## config.mk

```make
export PLATFORM = sky130hd
export DESIGN_NAME = jtag_dataregbank_flat
export DESIGN_NICKNAME = d
export VERILOG_FILES = /design/src/rtl/jtag_dataregbank_pkg.sv /design/src/rtl/jtag_dataregbank_if.sv /design/src/rtl/jtag_dataregbank_userreg.sv /design/src/rtl/jtag_dataregbank.sv /design/src/flat_wrapper.sv
export SDC_FILE = /design/constraint.sdc
export NUM_CORES = 1
export LEC_CHECK = 0
export ABC_AREA = 1
export BUFFER_PORTS_ARGS = -buffer_cell sky130_fd_sc_hd__buf_2
export CORE_ASPECT_RATIO = 0.7
export CORE_MARGIN = 3
export CORE_UTILIZATION = 54
export CTS_BUF_LIST = sky130_fd_sc_hd__clkbuf_8
export DETAILED_ROUTE_END_ITERATION = 8
export PLACE_DENSITY = 0.88
export SETUP_SLACK_MARGIN = 0.5
export SLEW_MARGIN = 20
export SYNTH_ARGS = -nofsm -noshare
export SYNTH_HDL_FRONTEND = slang
export SYNTH_SLANG_ARGS = --single-unit
export TNS_END_PERCENT = 10
```

## constraint.sdc

```tcl
create_clock -name i_tclk -period 2.7 [get_ports i_tclk]
set_input_delay 0.54 -clock i_tclk [delete_from_list [all_inputs] [get_ports i_tclk]]
set_output_delay 0.54 -clock i_tclk [all_outputs]
set_load 0.02 [all_outputs]
```

## src/rtl/jtag_dataregbank_pkg.sv

```systemverilog
// Shared JTAG definitions: instruction codes, IDCODE value and the user-channel decode helper.
package jtag_pa;

  localparam int IR_W     = 5;
  localparam int MAX_USER = 8;

  localparam logic [31:0] ID_CODE = 32'h4BA0_0477;

  localparam logic [IR_W-1:0] IDCODE = 5'h01;
  localparam logic [IR_W-1:0] BSR    = 5'h02;
  localparam logic [IR_W-1:0] USER0  = 5'h08;
  localparam logic [IR_W-1:0] BYPASS = 5'h1F;

  typedef struct packed {
    logic       valid;
    logic [2:0] idx;
  } user_sel_t;

  typedef enum logic [1:0] {
    SEL_BYPASS,
    SEL_IDCODE,
    SEL_BSR,
    SEL_USER
  } dr_sel_t;

  // Valid covers the full USER0..USER0+MAX_USER-1 window; the bank narrows it to N_USER.
  function automatic user_sel_t userIdx(input logic [IR_W-1:0] instr);
    user_sel_t       r;
    logic [IR_W-1:0] off;
    off     = instr - USER0;
    r.valid = (instr >= USER0) && (off < IR_W'(MAX_USER));
    r.idx   = off[2:0];
    return r;
  endfunction

endpackage

```

## src/rtl/jtag_dataregbank_if.sv

```systemverilog
// TAP-side bundle: controller state strobes, current instruction and the serial pins.
interface jtag_dataregbank_if;
  import jtag_pa::*;

  // The three state strobes are one-hot and each is high for one TCK per TAP state visit;
  // i_instr is stable for the whole DR scan. There is no back-pressure: the bank acts every cycle.
  logic            i_tdi;
  logic            i_stateIsCaptureDr;
  logic            i_stateIsShiftDr;
  logic            i_stateIsUpdateDr;
  logic [IR_W-1:0] i_instr;
  logic            o_tdo;

  modport master (
    output i_tdi, i_stateIsCaptureDr, i_stateIsShiftDr, i_stateIsUpdateDr, i_instr,
    input  o_tdo
  );

  modport slave (
    input  i_tdi, i_stateIsCaptureDr, i_stateIsShiftDr, i_stateIsUpdateDr, i_instr,
    output o_tdo
  );

endinterface

```

## src/rtl/jtag_dataregbank_userreg.sv

```systemverilog
// One user channel: the update register plus a one-cycle strobe that follows each write.
module jtag_userReg #(
  parameter int               REG_W    = 32,
  parameter logic [REG_W-1:0] USER_RST = '0
) (
  input  logic             i_tclk,
  input  logic             i_trst,
  input  logic             i_we,
  input  logic [REG_W-1:0] i_data,
  output logic [REG_W-1:0] o_data,
  output logic             o_update
);

  always_ff @(posedge i_tclk) begin
    if (i_trst) begin
      o_data   <= USER_RST;
      o_update <= 1'b0;
    end else begin
      o_update <= i_we;
      if (i_we) o_data <= i_data;
    end
  end

endmodule

```

## src/rtl/jtag_dataregbank.sv

```systemverilog
// JTAG data-register bank: owns the DR shift path and drives TDO for IDCODE, BYPASS, BSR and user channels.
module jtag_dataregbank
  import jtag_pa::*;
#(
  parameter int               REG_W    = 32,
  parameter int               N_USER   = 4,
  parameter logic [REG_W-1:0] USER_RST = '0
) (
  input  logic                    i_tclk,
  input  logic                    i_trst,
  jtag_dataregbank_if.slave       tap,
  input  logic [REG_W-1:0]        i_bsr,
  input  logic [N_USER*REG_W-1:0] i_userStatus,
  output logic [N_USER*REG_W-1:0] o_userData,
  output logic [N_USER-1:0]       o_userUpdate
);

  user_sel_t        usel;
  dr_sel_t          sel;
  logic [REG_W-1:0] shift_q;
  logic [REG_W-1:0] status_sel;
  logic             upd_en;

  // Anything not decoded to a real register, including user codes beyond N_USER, is BYPASS.
  always_comb begin
    usel = userIdx(tap.i_instr);
    sel  = SEL_BYPASS;
    if (tap.i_instr == IDCODE)                          sel = SEL_IDCODE;
    else if (tap.i_instr == BSR)                        sel = SEL_BSR;
    else if (usel.valid && (int'(usel.idx) < N_USER))   sel = SEL_USER;
  end

  always_comb begin
    status_sel = '0;
    for (int k = 0; k < N_USER; k++) begin
      if (usel.idx == 3'(k)) status_sel = i_userStatus[k*REG_W +: REG_W];
    end
  end

  always_ff @(posedge i_tclk) begin
    if (i_trst) begin
      shift_q <= '0;
    end else if (tap.i_stateIsCaptureDr) begin
      case (sel)
        SEL_IDCODE: shift_q    <= REG_W'(ID_CODE);
        SEL_BSR:    shift_q    <= i_bsr;
        SEL_USER:   shift_q    <= status_sel;
        default:    shift_q[0] <= 1'b0;
      endcase
    end else if (tap.i_stateIsShiftDr) begin
      // BYPASS is a one-bit path living in bit 0; the upper bits are left untouched.
      if (sel == SEL_BYPASS) shift_q[0] <= tap.i_tdi;
      else                   shift_q    <= {tap.i_tdi, shift_q[REG_W-1:1]};
    end
  end

  assign upd_en = tap.i_stateIsUpdateDr & ~tap.i_stateIsCaptureDr &
                  ~tap.i_stateIsShiftDr & (sel == SEL_USER);

  for (genvar k = 0; k < N_USER; k++) begin : g_user
    jtag_userReg #(
      .REG_W    (REG_W),
      .USER_RST (USER_RST)
    ) u_reg (
      .i_tclk   (i_tclk),
      .i_trst   (i_trst),
      .i_we     (upd_en && (usel.idx == 3'(k))),
      .i_data   (shift_q),
      .o_data   (o_userData[k*REG_W +: REG_W]),
      .o_update (o_userUpdate[k])
    );
  end

  assign tap.o_tdo = tap.i_stateIsShiftDr & ~tap.i_stateIsCaptureDr & shift_q[0];

endmodule

```

## src/flat_wrapper.sv

```systemverilog
// flat-port wrapper written by rule: the top's interface ports become plain ports
module jtag_dataregbank_flat import jtag_pa::*;
#(
  parameter int               REG_W    = 32,
  parameter int               N_USER   = 4,
  parameter logic [REG_W-1:0] USER_RST = '0
)
  (i_tclk, i_trst, i_bsr, i_userStatus, o_userData, o_userUpdate, tap_i_tdi, tap_i_stateIsCaptureDr, tap_i_stateIsShiftDr, tap_i_stateIsUpdateDr, tap_i_instr, tap_o_tdo);
  jtag_dataregbank_if tap_i ();
  input  logic i_tclk;
  input  logic i_trst;
  input  logic [REG_W-1:0] i_bsr;
  input  logic [N_USER*REG_W-1:0] i_userStatus;
  output logic [N_USER*REG_W-1:0] o_userData;
  output logic [N_USER-1:0] o_userUpdate;
  input wire logic [$bits(tap_i.i_tdi)-1:0] tap_i_tdi;
  input wire logic [$bits(tap_i.i_stateIsCaptureDr)-1:0] tap_i_stateIsCaptureDr;
  input wire logic [$bits(tap_i.i_stateIsShiftDr)-1:0] tap_i_stateIsShiftDr;
  input wire logic [$bits(tap_i.i_stateIsUpdateDr)-1:0] tap_i_stateIsUpdateDr;
  input wire logic [$bits(tap_i.i_instr)-1:0] tap_i_instr;
  output wire logic [$bits(tap_i.o_tdo)-1:0] tap_o_tdo;
  assign tap_i.i_tdi = tap_i_tdi;
  assign tap_i.i_stateIsCaptureDr = tap_i_stateIsCaptureDr;
  assign tap_i.i_stateIsShiftDr = tap_i_stateIsShiftDr;
  assign tap_i.i_stateIsUpdateDr = tap_i_stateIsUpdateDr;
  assign tap_i.i_instr = tap_i_instr;
  assign tap_o_tdo = tap_i.o_tdo;
  jtag_dataregbank #(.REG_W(REG_W), .N_USER(N_USER), .USER_RST(USER_RST)) u_core (.i_tclk(i_tclk), .i_trst(i_trst), .tap(tap_i), .i_bsr(i_bsr), .i_userStatus(i_userStatus), .o_userData(o_userData), .o_userUpdate(o_userUpdate));
endmodule
```

Word-level counts from Yosys, hierarchy flattened:

Cells that the tools add are included.
Widths: inputs -> output; s select.

* logic and storage cells: 54
* bits of input ports: 171
* flip-flop bits (word level): 164
* output and inout port bits: 133

* eq/ne operators: 10
* multiplexer cells: 13
* reduce and logical (&&, ||, !) cells: 10
* $lt $le $gt $ge: 3
* bitwise operators: 7
* add/sub/neg operators: 1

Operators with widths (count)
* $mux 32: 6
* $pmux 31 s3: 1
* $mux 31: 1
* $eq 3x2->1 const B: 2
* $logic_and 1x1->1: 6
* $mux 2: 3
* $and 1x1->1: 5
* $eq 5x1->1 const B: 1
* $eq 5x2->1 const B: 1
* $ge 5x4->1 const B: 1
* $lt 5x4->1 const B: 1
* $sub 5x4->5 const B: 1
* $eq 2x2->1 const B: 2
* $ne 4x1->1 const B: 1
* $eq 3x1->1 const B: 1
* $logic_not 3->1: 1
* $lt 3x3->1 const B: 1
* $pmux 1 s3: 1
* $reduce_and 3->1: 1
* $eq 2x1->1 const B: 1
* $logic_not 2->1: 1
* $ne 2x2->1 const B: 1
* $not 1->1: 2
* $reduce_bool 2->1: 1
* $mux 1: 1

Logic depth before layout (Yosys ltp):

* depth in word-level cells: 11
* gate-level depth with buffers: 12
* depth with buffers taken out: 11

Hierarchy:

A second synthesis with hierarchy kept.

* cell total of the unflattened synthesis: 1332
* area, all modules: 8438.1 sq um

By module, submodules not included
* jtag_userReg: area each 1352.5 sq um, cells an instance 206, times used 4, sequential area each 660.6 sq um
* jtag_dataregbank: area each 3027.9 sq um, cells an instance 508, times used 1, sequential area each 640.6 sq um

Worst setup path before layout:

No wires, ideal clock.

* path kind: input -> output
* start: in tap_i_stateIsCaptureDr
* end: out tap_o_tdo
* arrival time: 1329 ps
* stages on the path: 4
* setup slack: 831 ps
* buffers on the path: 2
* required time: 2160 ps
* cells stage by stage: buf_2 inv_2 clkbuf_1 and3_1

* longest elaborated chain between the ends: 3

Ends and longest elaborated chain
* start: declaration: line flat_wrapper.sv:17 `input wire logic [$bits(tap_i.i_stateIsCaptureDr)-1:0] tap_i_stateIsCaptureDr;`
* $not 1->1: line jtag_dataregbank.sv:74 `assign tap.o_tdo = tap.i_stateIsShiftDr & ~tap.i_stateIsCaptureDr & shift_q[0];`
* $and 1x1->1 (2 in series): line jtag_dataregbank.sv:74
* end: declaration: line flat_wrapper.sv:21 `output wire logic [$bits(tap_i.o_tdo)-1:0] tap_o_tdo;`

No other way between the ends.

Final worst setup path:

Same ends and word-level chain as after synthesis.

==> impl_metrics.json <==
{
  "clkPwrFrac": 0.367,
  "slowest_stage": "buf_4",
  "synth_seq_area_share": 0.437,
  "yosys.area.top_type": "dfxtp_1",
  "drv_slew": 0,
  "cpPeakStageDelay_ns": 0.30,
  "synth-simple-area-share": 0.238,
  "firstDrtPassIters": 6,
  "syn_inst": 1116,
  "required_ns": 2.16,
  "holdBufCountCts": 0,
  "io_pins": 304,
  "max_freq_ghz": 0.523,
  "cts_root_buf": "clkbuf_8",
  "worstMarginPinSlew_ns": 0.760,
  "end_kind": "primary output",
  "area_growth_pct": 26.8,
  "cts_tree": "yes",
  "grt_max_degree": 58,
  "routed-via-count": 8391,
  "overflow": 0,
  "grt_usage": 0.313,
  "drtIter0Drc": 712,
  "start_util": 0.562,
  "sw_frac_of_total": 0.278,
  "ys_ff_latch": 164,
  "die_area_um2": 15400,
  "cap_violations": 0,
  "synth_area_per_cell_um2": 6.73,
  "status": "finished clean",
  "num_antenna_cells": 0,
  "power_mw": 4.76,
  "port_buffers": 303,
  "grt_setup_unrepaired": "false",
  "netlist_area_um2": 7510,
  "rows": 35,
  "relSlewSlack": 0.492,
  "dieWidth_um": 147,
  "ant_nets": 0,
  "coreArea_um2": 13400,
  "yosysUniqueCellTypes": 23,
  "drc": 0,
  "drive_above_1_share": 0.273,
  "cp_common_cell": "buf_2",
  "setup-violations-final": 0,
  "post_drt_via_cell_ratio": 5.32,
  "muxShareOfSynthArea": 0,
  "synth_area_leaders": "dfxtp_1 44%, nand2_1 11%, nor2_1 11%",
  "crit_path_cell_trace": "buf_2, inv_2, buf_4, and3_1, buf_2",
  "fin_nets": 1550,
  "p_leak_nw": 5.02,
  "arrival_ns": 1.37,
  "finalHoldViolations": 0,
  "post-route-min-period_ns": 1.91,
  "place.gp.congestion": 0.870,
  "crit_buf_inv": 4,
  "path_max_fanout": 31,
  "postCtsSetupRepairBufs": 0,
  "intPower_mw": 3.44,
  "cts_buffers": 17,
  "wirelength_um": 25000,
  "cts-resized-gates": 0,
  "yosysWarnings": 0,
  "synthXorXnorAreaFrac": 0,
  "clkLatencyLatePin_ns": 0.44,
  "fin_tns_setup_ns": 0,
  "finClkSkew_ns": 0.0114,
  "power_density_nw_per_um2": 499,
  "switchingPower_mw": 1.32,
  "worst_setup_path_start_kind": "input port",
  "clockBufferDepth": 2,
  "synth_fa_ha_area_frac": 0,
  "p_comb_frac": 0.112,
  "h-tree-depth": 4,
  "min_path_type": "in -> reg",
  "synth_fp_nets": 1287,
  "crit_family": "buffers and inverters",
  "power_frac_seq": 0.521,
  "clkSinkCount": 164,
  "crit_type": "in -> out",
  "wl_per_cell_um": 15.8,
  "path_clk_slew_ns": 0.09,
  "synth_top_family_by_area": "simple AND/OR/NAND/NOR gates",
  "antenna_found_initial": 0,
  "grt_pass1_wl_um": 38800,
  "hpwlAfterDp_um": 18200,
  "netlist.area_leader.share": 0.437,
  "irDropWorstVdd_mv": 0.384,
  "synth_compound_area_frac": 0.235,
  "fin_crit_sh": 0.708,
  "grt_pass1_vias": 7697,
  "die_h_um": 105
}
-- synthesized netlist by cell type --
master    instances
nand2_2           1
nor2_1          212
buf_6             2
o21ai_1           2
nand3b_1          1
clkbuf_1         29
and3_1            1
inv_1            58
nand3_2           1
buf_4            14
o21ai_0         152
buf_1             8
inv_2            10
nand3_1           6
nor2_2            2
nand2_1         230
nor3_2            1
buf_2            31
a21oi_1         157
dfxtp_1         164
o211ai_1         28
nor2_4            1
nand4_1           5
-- layout make-up --
class	instances	area, um2
clock buffers	18	248
clock inverters	14	144
fillers	1176	3830
inverters	68	256
multi-input cells	800	3580
flip-flops and latches	164	3280
well taps	185	231
repair buffers	328	1780
-- registers in the layout (all words and copies together), names as in the netlist --
name	count
u_core.g_user.u_reg.o_data	128
u_core.shift_q	32
u_core.g_user.u_reg.o_update	4
-- worst reg2reg max path, delay by kind of cell, from the launching register on --
kind,cells,cell delay (ns)
compound gates,2,0.48
flops,1,0.31
buf+inv,1,0.14
simple gates,1,0.10
-- layer usage --
layer / part of all wire / up-vias / GRT usage
met5: 0 / - / 0
met4: 0.026 / 0 / 0.0944
met2: 0.47 / 454 / 0.516
met1: 0.40 / 3747 / 0.414
met3: 0.10 / 55 / 0.0681
li1: - / 4135 / -
-- power groups by stage --
| stage | Combinational [mW] | Clock, mW | Sequential, mW |
|---|---|---|---|
| 2_1_floorplan | 0.293 | 0 | 2.53 |
| 5_1_grt | 0.593 | 1.87 | 2.48 |
| 3_3_place_gp | 0.514 | 0 | 2.53 |
| 3_5_place_dp | 0.523 | 0 | 2.53 |
| 4_1_cts | 0.526 | 1.76 | 2.48 |
| 6_report | 0.532 | 1.75 | 2.48 |
-- stage by stage --
step	cell area [um2]	hold slack, ns	utilization	cells	setup slack [ns]
final	9520	0.413	0.713	1577	0.787
after global placement	9130	0.450	0.684	1545	0.499
after floorplan	7510	0.444	-	1116	0.831
after global routing	9520	0.421	0.713	1577	0.656
after detailed placement	9130	0.457	0.684	1545	0.384
after CTS	9520	0.388	0.713	1577	0.792
-- final timing paths --
kind         slack [ns]  cells past startpoint                      startpoint                               to
min reg2reg        0.47                      2  u_core.shift_q[1]$_SDFFE_PP0P_   u_core.shift_q[1]$_SDFFE_PP0P_
min                0.41                      3                       tap_i_tdi  u_core.shift_q[31]$_SDFFE_PP0P_
max reg2reg        1.59                      4  u_core.shift_q[7]$_SDFFE_PP0P_   u_core.shift_q[6]$_SDFFE_PP0P_
max                0.79                      5          tap_i_stateIsCaptureDr                        tap_o_tdo
-- cell families after synthesis --
| kind of cell | Yosys count |
|---|---|
| compound gates | 339 |
| flops | 164 |
| buf+inv | 152 |
| simple gates | 461 |
-- cell usage in the layout (no fill, tap or decap), types with 2 or more instances in the layout --
cell type | Yosys | final
buf_2 | 31 | 303
nand2_1 | 230 | 230
nor2_1 | 212 | 209
dfxtp_1 | 164 | 164
a21oi_1 | 157 | 157
o21ai_0 | 152 | 152
inv_1 | 58 | 57
o211ai_1 | 28 | 28
buf_4 | 14 | 19
clkbuf_8 | 0 | 18
inv_2 | 10 | 10
nand3_1 | 6 | 6
buf_12 | 0 | 6
nand4_1 | 5 | 5
nor2_4 | 1 | 4
clkinvlp_4 | 0 | 4
inv_6 | 0 | 4
clkinv_4 | 0 | 3
o21ai_1 | 2 | 2
nor2_2 | 2 | 2
inv_8 | 0 | 2
Power figures use the tool's default switching activity.
